[config.mk]
export PLATFORM = sky130hd
export DESIGN_NAME = data_mem_pipe
export DESIGN_NICKNAME = d
export VERILOG_FILES = /design/src/rtl/data_mem_pipe.sv
export SDC_FILE = /design/constraint.sdc
export NUM_CORES = 1
export LEC_CHECK = 0
export CORE_MARGIN = 10
export CORE_UTILIZATION = 55
export DETAILED_ROUTE_END_ITERATION = 7
export PLACE_DENSITY_LB_ADDON = 0.05
export SYNTH_ARGS = -nofsm -noshare
export SYNTH_HDL_FRONTEND = slang
export SYNTH_SLANG_ARGS = --single-unit
[constraint.sdc]
create_clock -name clk -period 4.4 [get_ports clk]
set_input_delay 0.66 -clock clk [delete_from_list [all_inputs] [get_ports clk]]
set_output_delay 0.66 -clock clk [all_outputs]
set_load 0.02 [all_outputs]
[src/rtl/data_mem_pipe.sv]
// Byte-masked synchronous data memory for the MEM stage, with a fixed-latency
// read pipeline that carries valid, data and address-error flags.
module data_mem_pipe #(
   parameter int DATA_W = 16,
   parameter int ADDR_W = 16,
   parameter int DEPTH  = 16,
   parameter int RD_LAT = 1
) (
   input  logic                  clk,
   input  logic                  rst_n,
   input  logic                  mem_read,
   input  logic                  mem_write,
   input  logic [ADDR_W-1:0]     address,
   input  logic [DATA_W-1:0]     write_data,
   input  logic [DATA_W/8-1:0]   byte_en,
   output logic [DATA_W-1:0]     read_data,
   output logic                  rd_valid,
   output logic                  addr_err
);

   localparam int LANES = DATA_W / 8;
   localparam int IDX_W = (DEPTH > 1) ? $clog2(DEPTH) : 1;
   localparam logic [ADDR_W:0] DEPTH_X = (ADDR_W + 1)'(DEPTH);

   logic [DATA_W-1:0] mem [DEPTH];

   logic              in_range;
   logic [IDX_W-1:0]  idx;
   logic              wr_en;
   logic [DATA_W-1:0] old_word;
   logic [DATA_W-1:0] new_word;
   logic [DATA_W-1:0] rd_word;

   logic [RD_LAT-1:0] vld_q;
   logic [RD_LAT-1:0] err_q;
   logic [DATA_W-1:0] dat_q [RD_LAT];
   logic              wr_err_q;

   // Full-width compare so out-of-range addresses never alias into the array.
   assign in_range = ({1'b0, address} < DEPTH_X);
   assign idx      = address[IDX_W-1:0];
   assign wr_en    = mem_write && in_range;

   // NOTE: every always_comb output gets a default first, so no path can infer a latch.
   always_comb begin
      old_word = mem[idx];
      new_word = old_word;
      for (int i = 0; i < LANES; i++) begin
         if (byte_en[i]) new_word[8*i +: 8] = write_data[8*i +: 8];
      end
      rd_word = '0;
      if (in_range) rd_word = mem_write ? new_word : old_word;
   end

   // NOTE: the storage array has no reset; contents persist across rst_n and
   // only a live (rst_n high) in-range write may change them.
   always_ff @(posedge clk) begin
      if (rst_n && wr_en) mem[idx] <= new_word;
   end

   // NOTE: sequential state uses non-blocking assignments so every stage
   // samples the previous-cycle value of its neighbour.
   always_ff @(posedge clk or negedge rst_n) begin
      if (!rst_n) begin
         vld_q    <= '0;
         err_q    <= '0;
         wr_err_q <= 1'b0;
         for (int i = 0; i < RD_LAT; i++) dat_q[i] <= '0;
      end else begin
         vld_q[0] <= mem_read;
         err_q[0] <= mem_read && !in_range;
         if (mem_read) dat_q[0] <= rd_word;
         for (int i = 1; i < RD_LAT; i++) begin
            vld_q[i] <= vld_q[i-1];
            err_q[i] <= err_q[i-1];
            if (vld_q[i-1]) dat_q[i] <= dat_q[i-1];
         end
         // Write-only range errors report after one cycle regardless of RD_LAT.
         wr_err_q <= mem_write && !mem_read && !in_range;
      end
   end

   assign read_data = dat_q[RD_LAT-1];
   assign rd_valid  = vld_q[RD_LAT-1];
   assign addr_err  = err_q[RD_LAT-1] | wr_err_q;

endmodule
# Word level (Yosys, flattened, before mapping)
# Memory sizes are Yosys's and may differ from the RTL's.
# Cells that the tools add are included.
[word_totals] mem_bits_rw=256 word_cells=20 reg_bits=19 out_inout_bits=18 input_bits=38 memories=1
[classes] bitwise_logic=1 n_lt_le_gt_ge=1 reduce_logical=7 muxes=6
[mem_list] memory="mem" words=16 width=16 read_ports=1 rd_clocked_by_memory_dff=0 write_ports=1 line="25" rtl="logic [DATA_W-1:0] mem [DEPTH];"
[ops] op="two-way mux 16 bit" n=2
[ops] op="< comparator 16 x 5 -> 1 bit, second input constant" n=1
[ops] op="two-way mux 8 bit" n=2
[ops] op="logical AND 1 bit" n=5
[ops] op="zero test 1 bit" n=2
[ops] op="two-way mux 1 bit" n=2
[ops] op="bitwise OR 1 bit" n=1

# Longest topological paths before layout
# Gate-level depths: netlist of run 1.
[logic_depth] word_depth=5 ltp_mapped=7 mapped_depth_nobuf=4

# Least setup slack after synthesis of run 1
# No wires, ideal clock.
[synth_timing] path_kind="in2reg" start="input address[15]" end="memory mem[6][0], enable pin" stages=5 setup_ns=0.409 arrival_ns=2.984 required_time_ns=3.991 setup_slack_ns=1.006 n_path_buf=1 path_cell_list="or4_1 buf_4 nor4_4 nand3_1 nor3_1"
[synth_between] elab_chain_cells=5
[synth_lines] item="from (decl)" line="13" rtl="input logic [ADDR_W-1:0] address,"
[synth_lines] item="< comparator 16 x 5 -> 1 bit" line="40" rtl="assign in_range = ({1'b0, address} < DEPTH_X);"
[synth_lines] item="logical AND 1 bit" line="42" rtl="assign wr_en = mem_write && in_range;"
[synth_lines] item="logical AND 1 bit" line="58" rtl="if (rst_n && wr_en) mem[idx] <= new_word;"
[synth_lines] item="two-way mux 1 bit" line="58"
[synth_lines] item="two-way mux 1 bit (not written as such)" line="58"
[synth_lines] item="to (decl)" line="25"
# No other way between the ends.

# Worst setup path in the final report of run 1
[layout_timing] start="input address[15]" end="memory mem[4][6], enable pin"
# Same word-level chain as after synthesis.

==> metrics.txt, run 1 <==
status=finished clean; largest net degree at the start of global routing=40; highest metal used=met4; antenna violations before repair=0; Syn-to-layout area delta=18.41%; worst stage delay on the critical path=about 0.73 ns; Residual DRC=0; CTS tree=yes; Worst EP required=4.62 ns; CTS H-tree depth=1; leak pwr=0.004375 uW; met3 wire len=roughly 1300 um; I/O Buffers=55; post-synth cell types=29; kind of critical path=in -> reg; Slew headroom=27.96%; clock slew at reported path FFs=around 0.060 ns; top cell type by total area after synthesis=edfxtp_1; Metal-1 WL=10450 um; floorplan row count=between 50 and 60; clock period minus worst slack=between 3 and 4 ns; final core occ=66.74%; final hold vios=0; Avg WL per Cell=about 25 um; CP max FO=7; RSZ-0062 raised after global routing=no; Detail Route Antenna Nets=0; worst path cell trace=clkdlybuf4s50_1, or4_1, nor4_4, nand3b_1, nor3_2, buf_4; f_max=0.3123 GHz; Arrival @ worst endpoint=3.42 ns; final worst-path cycle share=72.77%; pre-CTS WS=0.6896 ns; ratio of cells with drive above 1 in the final layout=30.65%; DP Wirelength=about 16000 um; Worst VDD drop=between 300 and 400 uV; Max-Cap Viols=0; post-synth top area share=69.39%; Die Span Y=161.9 um; syn_nets=598; vias post-DR=5724; DIE AREA=26220 um^2; First DRT Iteration DRCs=521; Critical-path top delay cell=or4_1; sequential share of the synthesized area=73.68%; First-pass DRT Iterations=5; Placer Congestion=0.7899; FF+latch count, synth=roughly 280; CP endpoint kind=flip-flop; Clock Path Buffers=3; most frequent cells after synthesis=edfxtp_1 (256), mux4_2 (64), nand3_1 (43), mux2_2 (32), clkbuf_1 (21); post-DR vias/cell=6.044; Ports=56; synth warn=0; final-report setup violation count=0; Most used DFF post-synth=edfxtp_1; total track usage=a little under a fifth; starting density of the core=56.37%; worst skew pair latency=0.52 ns; CP Launch Type=primary input; Syn Inst Count=560; CTS Buf Count=27; Diodes inserted=0; Post-synth EDFFs=256; first-pass GRT wire length=37000 um; routed length on met2=11880 um; Final TNS setup=0 ns; Syn Area/Cell=19.78 um^2; layout net count=700; area of the core=about 20000 um^2; most common cell in the synthesized netlist=edfxtp_1; HP Class=in -> async; Worst Max-Slew Pin Slew=1.072 ns; Root Driver=clkbuf_16; vias in the first global route=5955; Power Dens Cells=418.0 nW/um^2; Synth area leaders=edfxtp_1 (69%), mux4_2 (13%), dfrtp_1 (4.3%), mux2_2 (3.3%), nand3_1 (1.9%); CTS Sinks=275; Die Wd=between 150 and 200 um; Final WS setup=~1.2 ns; Worst Path Buf+Inv=2; post-CTS resize count=0; ys async rst share=6.909%; Max Clock Skew=~0.013 ns; DRT Wirelength=23950 um; GRT overflow=0; Final Slew Violations=0; Cell Area, Synth=11080 um^2; post-CTS setup buffer count=0; CTS Hold Bufs=0; delay-heaviest family, CP=simple AND/OR/NAND/NOR gates
## path summary, 6_finish.rpt
check	end	from	slack (ns)	cells after the start
max in group asynchronous	read_data[6]	rst_n	3.64	2
setup / recovery	mem[4][6]	address[15]	1.20	6
hold / removal	read_data[14]	rst_n	0.52	2
min in group clk	read_data[12]	read_data[12]	0.52	2
setup reg to reg	mem[5][5]	mem[13][5]	2.15	5
hold reg to reg	read_data[12]	read_data[12]	0.52	2
## power breakdown
| part | internal, uW | switching, uW |
|---|---|---|
| combinational | 140 | 182 |
| clock | 1350 | 916 |
| sequential | 2890 | 0.248 |
## state kept, by name, indices dropped and copies added (netlist names)
name and count:
rd_valid 1, wr_err_q 1, err_q 1, mem 256, read_data 16
## layout make-up
| cell class | instances | area, um^2 |
|---|---|---|
| clock buffers | 30 | 686.9 |
| clock inverters | 19 | 191.4 |
| fillers | 1345 | 6536 |
| inverters | 1 | 3.754 |
| multi-input cells | 250 | 2788 |
| flip-flops and latches | 275 | 8163 |
| well taps | 265 | 331.6 |
| repair buffers | 107 | 953.4 |
## per-layer routing
layer / up-vias / GRT usage, %
li1: 2515 / -
met1: 2992 / 26.51
met2: 192 / 29.95
met3: 25 / 2.705
met4: 0 / 3.805
met5: - / 0
## cell families (layout without fill, tap and decap cells)
logic type	after synthesis	count (layout)	share of synthesized area (%)
AO/OA/AOI/OAI	32	32	1.807
buffers and inverters	35	157	1.423
flip-flops	275	275	73.68
multiplexers	112	112	17.71
AND/OR/NAND/NOR	106	106	5.376
## metrics by stage
stage               std cells  hold slack [ns]  area, um^2  power, uW
global placement          898           0.5060       12240       3267
detailed placement        898           0.5100       12240       3274
floorplan                 560           0.3644       11080       3140
CTS                       947           0.5090       13120       5534
global route              947           0.5328       13120       5665
finish                    947           0.5159       13120       5483
## cell usage in the layout, fill, tap and decap left out, types with 7 or more instances in the layout
master / n
buf_4: 51
mux4_2: 64
a22oi_1: 16
clkinv_1: 8
o21ai_0: 16
dfrtp_1: 19
nand4_1: 8
clkbuf_16: 27
edfxtp_1: 256
mux2_2: 32
nand2_1: 20
clkdlybuf4s50_1: 52
mux2i_1: 16
nor2_1: 7
nand3_1: 43
## worst register-to-register path, cell delays in order, from the launching register on
cell      delay (ns)
edfxtp_1        0.37
mux4_2          0.48
mux2_2          0.31
mux2i_1         0.15
o21ai_0         0.36
buf_4           0.33
Note: power is estimated with default switching activity, not from simulation.
==> run 2: changes to the inputs <==
clock period = 3.26 ns   (was 4.4 ns; I/O delays follow)
==> run 2 against run 1 <==
  * Sequential share of layout area shrank 1.0 points
  * Global-route usage grew 0.34 points
  * Total power grew 40%
  * Combinational power grew 40%
  * Worst hold slack lost 0.091 ns
  * Flip-flop and latch count is the same
  * Die area is the same
  * Clock skew shrank 0.0030 ns
  * Critical endpoint is now mem[0][9]
  * Highest routed layer unchanged
==> metrics.txt, run 2 (synthesis results as in run 1) <==
Arrival @ worst endpoint=2.80 ns (was 3.42 ns); CTS Sinks=275 (unchanged); vias post-DR=5804 (was 5724); DP Wirelength=16180 um (was 15580 um); fillcell total=1316 (was 1345); Diodes inserted=0 (unchanged); CP Launch Type=primary input (unchanged); post-DR vias/cell=6.021 (was 6.044); Slew headroom=54.46% (was 27.96%); Die Wd=161.9 um (unchanged); Power Dens Cells=576.5 nW/um^2 (was 418.0 nW/um^2); post-CTS setup buffer count=0 (unchanged); Root Driver=clkbuf_16 (unchanged); post-CTS resize count=0 (unchanged); Final WS setup=0.6935 ns (was 1.198 ns); status=finished clean (unchanged); part of the power in registers=50.8% (was 52.8%); total track usage=18.89% (was 18.55%); floorplan row count=51 (unchanged); leak pwr=0.004497 uW (was 0.004375 uW); Net Sw Power=1530 uW (was 1098 uW); kind of critical path=in -> reg (unchanged); CTS tree=yes (unchanged); largest net degree at the start of global routing=72 (was 40); ratio of cells with drive above 1 in the final layout=32.47% (was 30.65%); Worst VDD drop=454.4 uV (was 361.9 uV); Avg WL per Cell=25.45 um (was 25.29 um); I/O Buffers=55 (unchanged); Max Clock Skew=0.01047 ns (was 0.01342 ns); Residual DRC=0 (unchanged); P_int=6157 uW (was 4385 uW); vias in the first global route=6125 (was 5955); Ports=56 (unchanged); Clock Power Share=43.3% (was 41.4%); combinational power share=5.9% (about the same); area of the core=19650 um^2 (unchanged); CP endpoint kind=flip-flop (unchanged); worst r2r dst=mem[14][9] (was mem[5][5]); most common cell after layout, fill and taps aside=edfxtp_1 (unchanged); Die Span Y=161.9 um (unchanged); clock period minus worst slack=2.566 ns; Syn-to-layout area delta=20.36% (was 18.41%); DIE AREA=26220 um^2 (unchanged); CP max FO=10 (was 7); Final Slew Violations=0 (unchanged); CTS H-tree depth=1 (unchanged); Clock Path Buffers=3 (unchanged); RSZ-0062 raised after global routing=no (unchanged); First DRT Iteration DRCs=526 (was 521); Detail Route Antenna Nets=0 (unchanged); most frequent cells in the layout=edfxtp_1 (256), mux4_2 (64), buf_4 (64), clkdlybuf4s50_1 (52), nand3_1 (43) (was edfxtp_1 (256), mux4_2 (64), clkdlybuf4s50_1 (52), buf_4 (51), nand3_1 (43)); Worst EP required=3.50 ns (was 4.62 ns); Worst Max-Slew Pin Slew=0.6809 ns (was 1.072 ns); CTS Buf Count=28 (was 27); Max-Cap Viols=0 (unchanged); HP Class=in -> async (unchanged); placed cell count=912 (was 898); CTS Hold Bufs=0 (unchanged); layout net count=715 (was 700); Net Sw Frac=19.90% (was 20.02%); worst reg2reg startpoint=mem[4][9] (was mem[13][5]); clock slew at reported path FFs=0.06 ns (about the same); max reg flops=256 (unchanged); R2R Setup Slk=1.33 ns (was 2.15 ns); final-report setup violation count=0 (unchanged); largest reg by FF count=mem (unchanged); starting density of the core=56.37% (unchanged); first-pass GRT wire length=37940 um (was 37000 um); DRT Wirelength=24530 um (was 23950 um); worst skew pair latency=0.53 ns (was 0.52 ns); Placer Congestion=0.8122 (was 0.7899); fin cells=964 (was 947); f_max=0.3896 GHz; antenna violations before repair=0 (unchanged); GRT overflow=0 (unchanged); R2R cell count=5 (unchanged); pre-CTS WS=0.1269 ns (was 0.6896 ns); final hold vios=0 (unchanged); Final TNS setup=0 ns (unchanged); final worst-path cycle share=78.73%; First-pass DRT Iterations=5 (unchanged)
[run 2: cell types whose count changed in the layout (fill, tap and decap cells not counted), sizes merged]
cell / previous run / this run
clkinv: 14 / 11
clkbuf: 30 / 35
bufinv: 4 / 5
buf: 55 / 69
[run 2: routing by layer]
layer,vias to the layer above,share of wire [%],track usage [%]
li1,2548,-,-
met1,3031,43,26.60
met2,186,49,30.55
met3,39,6.0,3.185
met4,0,2.0,3.929
met5,-,0,0
[run 2: metrics by stage]
| stage | hold slack (ns) | power [uW] | instance area [um^2] | util, % |
|---|---|---|---|---|
| 6_report | 0.4247 | 7687 | 13330 | 67.84 |
| 5_1_grt | 0.4392 | 7938 | 13330 | 67.84 |
| 4_1_cts | 0.4254 | 7744 | 13330 | 67.84 |
| 3_5_place_dp | 0.5188 | 4434 | 12360 | 62.87 |
| 3_3_place_gp | 0.5031 | 4424 | 12360 | 62.87 |
| 2_1_floorplan | 0.1934 | 4237 | 11080 | - |
[run 2: area by class of cell]
| cell class | count | area, um^2 | share of cell area (%) |
|---|---|---|---|
| sequential | 275 | 8163 | 61.22 |
| multi-input combinational | 250 | 2788 | 20.91 |
| timing repair buffer | 121 | 1071 | 8.032 |
| clock buffer | 35 | 768.2 | 5.761 |
| tap | 265 | 331.6 | 2.487 |
| clock inverter | 17 | 209.0 | 1.567 |
| inverter | 1 | 3.754 | 0.02815 |
[run 2: how the worst max path moves through the flow]
stage                      from         end  depth (start not counted)
floorplan           address[15]   mem[6][0]                          5
global placement    address[11]  mem[8][12]                          6
detailed placement  address[11]  mem[8][12]                          6
CTS                 address[11]   mem[0][9]                          6
global route        address[11]   mem[1][4]                          6
finish              address[11]   mem[0][9]                          6
[run 2: power by group through the flow]
stage | combinational, uW | clock [uW] | sequential (uW)
3_3_place_gp | 446 | 0 | 3980
4_1_cts | 458 | 3380 | 3900
3_5_place_dp | 455 | 0 | 3980
6_report | 451 | 3330 | 3900
5_1_grt | 491 | 3540 | 3900
2_1_floorplan | 254 | 0 | 3980
[run 2: critical path: stages]
cell and delay (ns):
clkdlybuf4s50_1 0.40, or4_4 0.62, nor4_4 0.45, or3b_4 0.45
nor3_2 0.15, buf_4 0.23
